**config.mk**
```make
export PLATFORM = sky130hd
export DESIGN_NAME = load_store_unit
export DESIGN_NICKNAME = d
export VERILOG_FILES = /design/src/rtl/load_store_unit.sv
export SDC_FILE = /design/constraint.sdc
export NUM_CORES = 1
export LEC_CHECK = 0
export ABC_AREA = 1
export CAP_MARGIN = 5
export CORE_MARGIN = 8
export CORE_UTILIZATION = 45
export DETAILED_ROUTE_END_ITERATION = 8
export PLACE_DENSITY = 0.77
export SLEW_MARGIN = 40
export SYNTH_ARGS = -nofsm -noshare
export SYNTH_HDL_FRONTEND = slang
export SYNTH_SLANG_ARGS = --single-unit
```
**constraint.sdc**
```tcl
create_clock -name clk -period 4.4 [get_ports clk]
set_input_delay 0.88 -clock clk [delete_from_list [all_inputs] [get_ports clk]]
set_output_delay 0.88 -clock clk [all_outputs]
set_load 0.02 [all_outputs]
```
**src/rtl/load_store_unit.sv**
```systemverilog
// MEM-stage load/store controller: byte/half/word accesses mapped onto a
// word-organised data memory, with read-modify-write for sub-word stores.
module load_store_unit #(
  parameter int MEM_WORDS = 32
) (
  input  logic        clk,
  input  logic        rst,
  input  logic        req_valid,
  output logic        req_ready,
  input  logic        req_we,
  input  logic [1:0]  req_size,
  input  logic        req_signed,
  input  logic [31:0] req_addr,
  input  logic [31:0] req_wdata,
  output logic        resp_valid,
  output logic [31:0] resp_rdata,
  output logic        resp_fault,
  output logic [31:0] mem_addr,
  output logic        mem_rd_en,
  input  logic [31:0] mem_rdata,
  output logic        mem_wr_en,
  output logic [31:0] mem_wr_data
);

  typedef enum logic [2:0] {
    IDLE, RD, LATCH, WR, RESP
  } state_t;

  localparam logic [29:0] LIMIT = 30'(MEM_WORDS);

  state_t      state_q;
  logic        we_q;
  logic [1:0]  size_q;
  logic        sgn_q;
  logic [31:0] addr_q;
  logic [31:0] wdata_q;
  logic        valid_q;
  logic        fault_q;
  logic [31:0] rdata_q;
  logic [31:0] maddr_q;
  logic        rd_en_q;
  logic        wr_en_q;
  logic [31:0] wr_data_q;

  logic        accept;
  logic        req_bad;
  logic [4:0]  sh;
  logic [31:0] lane;
  logic [31:0] ext;
  logic [31:0] mask;
  logic [31:0] merged;

  assign req_ready   = (state_q == IDLE) && !rst;
  assign accept      = req_valid && req_ready;
  assign resp_valid  = valid_q;
  assign resp_fault  = fault_q;
  assign resp_rdata  = rdata_q;
  assign mem_addr    = maddr_q;
  assign mem_rd_en   = rd_en_q;
  // A reset landing in WR must suppress the commit on that same edge.
  assign mem_wr_en   = wr_en_q && !rst;
  assign mem_wr_data = wr_data_q;

  always_comb begin
    req_bad = 1'b0;
    unique case (req_size)
      2'b00:   req_bad = 1'b0;
      2'b01:   req_bad = req_addr[0];
      2'b10:   req_bad = (req_addr[1:0] != 2'b00);
      default: req_bad = 1'b1;
    endcase
    if (req_addr[31:2] >= LIMIT) req_bad = 1'b1;
  end

  always_comb begin
    sh   = {addr_q[1:0], 3'b000};
    lane = mem_rdata >> sh;
    ext  = mem_rdata;
    mask = 32'hFFFF << sh;
    unique case (size_q)
      2'b00: begin
        ext  = {{24{sgn_q & lane[7]}}, lane[7:0]};
        mask = 32'h0000_00FF << sh;
      end
      2'b01: ext = {{16{sgn_q & lane[15]}}, lane[15:0]};
      default: ext = mem_rdata;
    endcase
    merged = (mem_rdata & ~mask) | ((wdata_q << sh) & mask);
  end

  always_ff @(posedge clk) begin
    if (rst) begin
      state_q   <= IDLE;
      we_q      <= 1'b0;
      size_q    <= 2'b00;
      sgn_q     <= 1'b0;
      addr_q    <= '0;
      wdata_q   <= '0;
      valid_q   <= 1'b0;
      fault_q   <= 1'b0;
      rdata_q   <= '0;
      maddr_q   <= '0;
      rd_en_q   <= 1'b0;
      wr_en_q   <= 1'b0;
      wr_data_q <= '0;
    end else begin
      valid_q <= 1'b0;
      rd_en_q <= 1'b0;
      wr_en_q <= 1'b0;
      unique case (state_q)
        IDLE: begin
          if (accept) begin
            we_q    <= req_we;
            size_q  <= req_size;
            sgn_q   <= req_signed;
            addr_q  <= req_addr;
            wdata_q <= req_wdata;
            maddr_q <= {2'b00, req_addr[31:2]};
            if (req_bad) begin
              state_q <= RESP;
              valid_q <= 1'b1;
              fault_q <= 1'b1;
              rdata_q <= '0;
            end else if (req_we && req_size == 2'b10) begin
              state_q   <= WR;
              wr_en_q   <= 1'b1;
              wr_data_q <= req_wdata;
            end else begin
              state_q <= RD;
              rd_en_q <= 1'b1;
            end
          end
        end
        RD: state_q <= LATCH;
        LATCH: begin
          if (we_q) begin
            state_q   <= WR;
            wr_en_q   <= 1'b1;
            wr_data_q <= merged;
          end else begin
            state_q <= RESP;
            valid_q <= 1'b1;
            fault_q <= 1'b0;
            rdata_q <= ext;
          end
        end
        WR: begin
          state_q <= RESP;
          valid_q <= 1'b1;
          fault_q <= 1'b0;
          rdata_q <= '0;
        end
        RESP:    state_q <= IDLE;
        default: state_q <= IDLE;
      endcase
    end
  end

endmodule

```
==> flow_summary.json <==
{
  "cts_buffer_depth": 2,
  "p_leak_nw": 4.13,
  "wl_per_cell_um": 16.1,
  "fmax_mhz": 318,
  "arrival_ns": 2.26,
  "min-delay-start": "mem_addr[25]$_SDFFE_PP0P_",
  "crit_required_ns": 3.52,
  "period_minus_slack_ns": 3.14,
  "port_buffers": 201,
  "finalPower_w": 0.00321,
  "core-area_mm2": 0.0151,
  "die_area_mm2": 0.0196,
  "cp_max_fo": 7,
  "synth_cell_types": 27,
  "syn_avg_cell_area_um2": 6.27,
  "grt_max_degree": 105,
  "cts_made_buffers": 17,
  "relSlewSlack_pct": 51.0,
  "initial_core_util_pct": 45.7,
  "hold_viol_final": 0,
  "maxCapViolations": 0,
  "synth_area_mm2": 0.00693,
  "die_w_um": 140,
  "utilization_pct": 62.4,
  "synth-seq-area-share_pct": 37.9,
  "fin_nets": 1356,
  "critPathKind": "input port to primary output",
  "die_h_um": 140,
  "cts_tree": "built",
  "place_area_mm2": 0.00888,
  "rows": 45,
  "clock_skew_ns": 0.00744,
  "post_cts_buffers": 0,
  "startpoint": "rst",
  "dp_hpwl_um": 16800,
  "final_layout_size_suffix_gt1_share_pct": 4.90,
  "synth_cells": 1104,
  "vias": 7678,
  "yosysWarnings": 0,
  "grt_pass1_wl_um": 36800,
  "status": "completed",
  "avgViaCountPerCell": 5.28,
  "first_iter_violations": 904,
  "antenna_found_initial": 0,
  "clock_sinks": 131,
  "crit_path_top_delay_cell": "clkdlybuf4s50_1",
  "drt-total-wl_um": 23400,
  "p_per_area_mw_per_mm2": 340,
  "clk_pin_slew_ns": 0.06,
  "fin_hold_ws_ns": 0.466,
  "critPathCaptureType": "primary output",
  "ys_ff_latch": 131,
  "drc": 0,
  "path_common_cell": "clkdlybuf4s50_1",
  "cts-root-buf": "clkbuf_16",
  "fin_setup_tns_ns": 0,
  "crit_chain": "clkdlybuf4s50_1 -> nor2_2 -> clkdlybuf4s50_1",
  "worst_pin_slew_ns": 0.732,
  "peakVddDrop_mv": 0.261,
  "gp_congestion": 0.917,
  "grt_overflow": 0,
  "fin_crit_sh_pct": 71.4,
  "maxSlewViolCount": 0,
  "area_growth_pct": 36.3,
  "diodes": 0,
  "ant_nets": 0,
  "drtPass1Iterations": 6,
  "rsz0062_at_grt": "no",
  "finalSetupViolations": 0,
  "startpoint_type": "input port",
  "final_area_mm2": 0.00944,
  "ios": 204,
  "track_usage_pct": 23.2,
  "slowest_delay_ns": 0.63,
  "fill_cells": 1402,
  "hold_buffers": 0,
  "reg2reg_from": "addr_q[1]$_SDFFE_PP0P_",
  "grt_pass1_vias": 7116,
  "cts_resized": 0,
  "hold_class": "register to register",
  "htreeDepth": 4,
  "clock_latency_ns": 0.42
}
per-stage QoR:
stage                     instances  setup slack (ns)
after floorplan                1105              2.33
after global placement         1422              1.11
after detailed placement       1422             0.978
after CTS                      1454              1.25
after global routing           1454              1.15
final                          1454              1.26
cell type report:
class | instances | area [um^2] | area share, %
clock buffers | 19 | 453 | 4.80
clock inverters | 13 | 110 | 1.17
inverters | 86 | 324 | 3.43
multi-input cells | 809 | 3620 | 38.3
flip-flops and latches | 131 | 2620 | 27.8
well taps | 188 | 235 | 2.49
repair buffers | 208 | 2080 | 22.0
per-layer routing:
| metal | GRT usage, % | up-vias | part of all wire [%] |
|---|---|---|---|
| met5 | 0 | - | 0 |
| met4 | 8.69 | 0 | 2.5 |
| met3 | 7.92 | 41 | 10 |
| met2 | 36.4 | 370 | 45 |
| met1 | 29.0 | 3434 | 42 |
| li1 | - | 3833 | - |
sequential cells by signal, indices dropped and copies added (netlist names):
name / cells
mem_wr_data: 32
wdata_q: 24
addr_q: 2
resp_valid: 1
size_q: 2
resp_fault: 1
mem_addr: 30
mem_rd_en: 1
wr_en_q: 1
we_q: 1
sgn_q: 1
state_q: 3
resp_rdata: 32
cell usage after synthesis (all sizes together):
library cell,number,area [um^2]
nand2,306,1160
o21ai,83,415
nand3b,26,195
o211ai,1,7.51
o21a,1,7.51
a21oi,102,510
nor3,1,5.00
or2,3,18.8
dfxtp,131,2620
conb,1,3.75
clkinv,1,3.75
nor2,157,597
inv,85,319
clkbuf,33,124
nand4,3,18.8
buf,46,264
a22oi,8,60.1
nand3,116,598
critical path, delay by kind of cell:
family	cells	cell delay (ns)
AND/OR/NAND/NOR	1	0.20
buffers and inverters	2	1.18
worst paths after layout:
path | endpoint | depth (start not counted) | slack [ns]
worst max register to register | mem_wr_data[22]$_SDFFE_PP0P_ | 11 | 1.49
worst min-delay path | mem_addr[25]$_SDFFE_PP0P_ | 2 | 0.47
worst min register to register | mem_addr[25]$_SDFFE_PP0P_ | 2 | 0.47
worst max-delay path | req_ready | 3 | 1.26
logic make-up (layout without fill, tap and decap cells):
| group | Yosys count | after routing | share of synthesized area, % |
|---|---|---|---|
| AO/OA/AOI/OAI | 195 | 195 | 14.5 |
| buffers and inverters | 165 | 326 | 10.3 |
| flip-flops | 131 | 131 | 37.9 |
| other | 1 | 2 | 0.0541 |
| AND/OR/NAND/NOR | 612 | 612 | 37.4 |
report_power, final:
part | leakage (nW) | internal [W] | total, W | switching (W)
Combinational | 2.79 | 0.000245 | 0.000578 | 0.000333
Sequential | 1.07 | 0.00125 | 0.00129 | 0.0000400
Clock | 0.267 | 0.000802 | 0.00135 | 0.000544
layout by cell type (no fill, tap or decap), types with 2 or more instances in the layout:
cell type	n
inv_2	6
clkbuf_16	17
or2_2	3
nor2_2	3
buf_4	5
a22oi_1	8
dfxtp_1	130
nand3_1	114
nand2_1	301
conb_1	2
clkdlybuf4s50_1	201
nand3b_1	26
clkinv_2	6
nand4_1	3
nand2_2	5
o21ai_0	82
clkbuf_8	2
clkinvlp_4	5
nor2_1	154
a21oi_1	100
inv_1	79
Note: power is estimated with default switching activity, not from simulation.
==> edit (same flow settings) <==
The 5 states of `state_t` get a one-hot encoding in 5 bits.
--- a/src/rtl/load_store_unit.sv
+++ b/src/rtl/load_store_unit.sv
@@ -23,6 +23,6 @@
 );
 
-  typedef enum logic [2:0] {
-    IDLE, RD, LATCH, WR, RESP
+  typedef enum logic [4:0] {
+    IDLE = 5'b00001, RD = 5'b00010, LATCH = 5'b00100, WR = 5'b01000, RESP = 5'b10000
   } state_t;
 
Formal check against the unedited RTL: same outputs for any inputs over 4 cycles, from zero or initial values and one cycle with rst high; so few cycles prove little.
==> edit against the unedited design <==
  * Sequential cell count up 2
  * Area after synthesis increased by 3.2%
  * Routed wire length is 1.2% higher
  * Via count down 0.70%
  * Clock skew shrank 0.00052 ns
  * Setup slack worse by 0.031 ns
  * Critical path depth up 1
  * Final area increased by 2.5%
  * Register-to-register slack gained 0.34 ns
Power is not compared: it rests on default switching activity, and its combinational part moved more than twofold at a synthesized area within 25%.
==> edit: results (changes against the unedited design) <==
[route] vias post-DR 7,624 [-0.70%]
[place] placed instance count 1,434 [+0.84%]
[route] violation count after the first detailed-routing iteration 647 [-28%]
[critical_path] Arrival @ worst endpoint 2.29 ns [+0.03 ns]
[logic_synthesis] area share of fa/ha/maj cells after synthesis 0% [unchanged]
[clock_tree] post-CTS setup-driven buffer insertion count 0 [unchanged]
[clock_tree] number of buffers created by CTS 17 [unchanged]
[grt] overflow left after global routing 0 [unchanged]
[clock_tree] clock insertion delay at the later pin of the skew report 0.43 ns
[sta] largest clock skew in the final design 0.00692 ns [-0.000525 ns]
[place] pre-CTS setup slack 1.23 ns [+0.248 ns]
[route] detail-routed net length per standard cell 16.1 µm [+0.28%]
[hold_path] Worst Hold Class register to register
[power_and_ir_drop] cell leakage power 3.96 nW
[logic_synthesis] fraction of synthesis flops using an asynchronous set or reset pin 0% [unchanged]
[clock_tree] post-cts resize count 0 [unchanged]
[logic_synthesis] Avg Inst Size Synth 6.60 µm² [+5.2%]
[final_layout] number of nets in the layout 1,341 [-1.1%]
[logic_synthesis] synthesized-area fraction occupied by ao, oa, aoi and oai cells 15.9% [+1.5 points]
[clock_tree] clock slew seen by the registers of the worst setup and hold paths 0.06 ns [about the same]
[critical_path] critical path peak fanout 12 [+5]
[clock_tree] CTS max path bufs 2 [unchanged]
[outcome] result of the run finished clean
[place] post-placement cell area 0.00907 mm² [+2.2%]
[logic_synthesis] Seq/Total Area, Yosys 37.2% [-0.62 points]
[power_and_ir_drop] peak supply drop 0.308 mV
[clock_tree] root buf cell clkbuf_16
[logic_synthesis] ys flop type dfxtp_1
[place] sum of net half-perimeters after detailed placement 17,300 µm [+2.8%]
[place] count of input and output buffers 201 [unchanged]
[logic_synthesis] list of most frequent post-synthesis cells nand2_1, nand3_1, dfxtp_1
[logic_synthesis] leading post-synthesis cells by cell area dfxtp_1, nand2_1, nand3_1
[grt] maximum number of pins on one net before global-route repair 94 [-10%]
[route] 1st-pass router iterations 9 [+3]
[grt] initial antenna violation count 2 [+2]
[final_layout] total area of multi-input combinational cells 0.00363 mm² [+0.45%]
[grt] via count of the first global-routing pass 7,210 [+1.3%]
[logic_synthesis] number of distinct library cell variants in the gate-level netlist after synthesis 30 [+11%]
[grt] total routing resource utilization after global routing 23.3% [+0.065 points]
[final_layout] share of cells above drive strength 1 8.39% [+3.5 points]
[grt] first-pass GRT wire length 37,000 µm [+0.66%]
[route] mean number of vias per cell 5.19 [-1.7%]
[logic_synthesis] mux contribution to synthesized area 0% [unchanged]
[final_layout] fillers 1,462 [+4.3%]
[place] final RePlAce weighted congestion 0.941 [+2.6%]
[clock_tree] CTS H-Tree Depth 4 [unchanged]
[sta] Max-Slew Margin vs Limit 45.9% [-5.1 points]
[logic_synthesis] xor and xnor fraction of the mapped netlist area 0% [unchanged]
[sta] number of slew-limit violations in the final report 0 [unchanged]
[edit: where the power goes]
group | switching, mW | leakage [nW] | total, mW | internal [mW]
logic | 1.29 | 2.60 | 2.03 | 0.741
registers | 0.145 | 1.08 | 1.57 | 1.42
clock network | 0.540 | 0.280 | 1.42 | 0.876
total | 1.97 | 3.96 | 5.01 | 3.04
[edit: path summary, 6_finish.rpt]
check,endpoint,slack [ns],cells past startpoint,startpoint
hold / removal,wdata_q[23]$_SDFFE_PP0P_,0.45,2,wdata_q[23]$_SDFFE_PP0P_
hold reg to reg,wdata_q[23]$_SDFFE_PP0P_,0.45,2,wdata_q[23]$_SDFFE_PP0P_
setup reg to reg,resp_rdata[31]$_SDFFE_PP0P_,1.83,9,addr_q[0]$_SDFFE_PP0P_
setup / recovery,mem_wr_en,1.23,4,rst
[edit: cells by family after synthesis]
family	count (synthesis)
buf+inv	186
simple gates	564
other cells	1
flops	133
compound gates	199
[edit: layout make-up]
cell class                      count  area share (%)
Sequential cell                   133            27.5
Tap cell                          216            2.79
Antenna cell                        1          0.0258
Clock buffer                       24            4.97
Multi-Input combinational cell    765            37.5
Inverter                          109            4.23
Clock inverter                      8            1.02
Timing Repair Buffer              212            21.9
[edit: worst max-delay path, stage by stage]
cell and delay [ns]:
clkdlybuf4s50_1 0.40, buf_4 0.19, nor2_1 0.12, clkdlybuf4s50_1 0.69
[edit: metal layers]
metal / vias to the layer above / share of wire [%] / routed length [µm] / GRT usage [%]
li1: 3811 / - / - / -
met1: 3421 / 39 / 9250 / 26.0
met2: 336 / 46 / 11000 / 38.0
met3: 54 / 11 / 2520 / 8.79
met4: 2 / 3.8 / 905 / 12.0
met5: - / 0.072 / 17 / 0
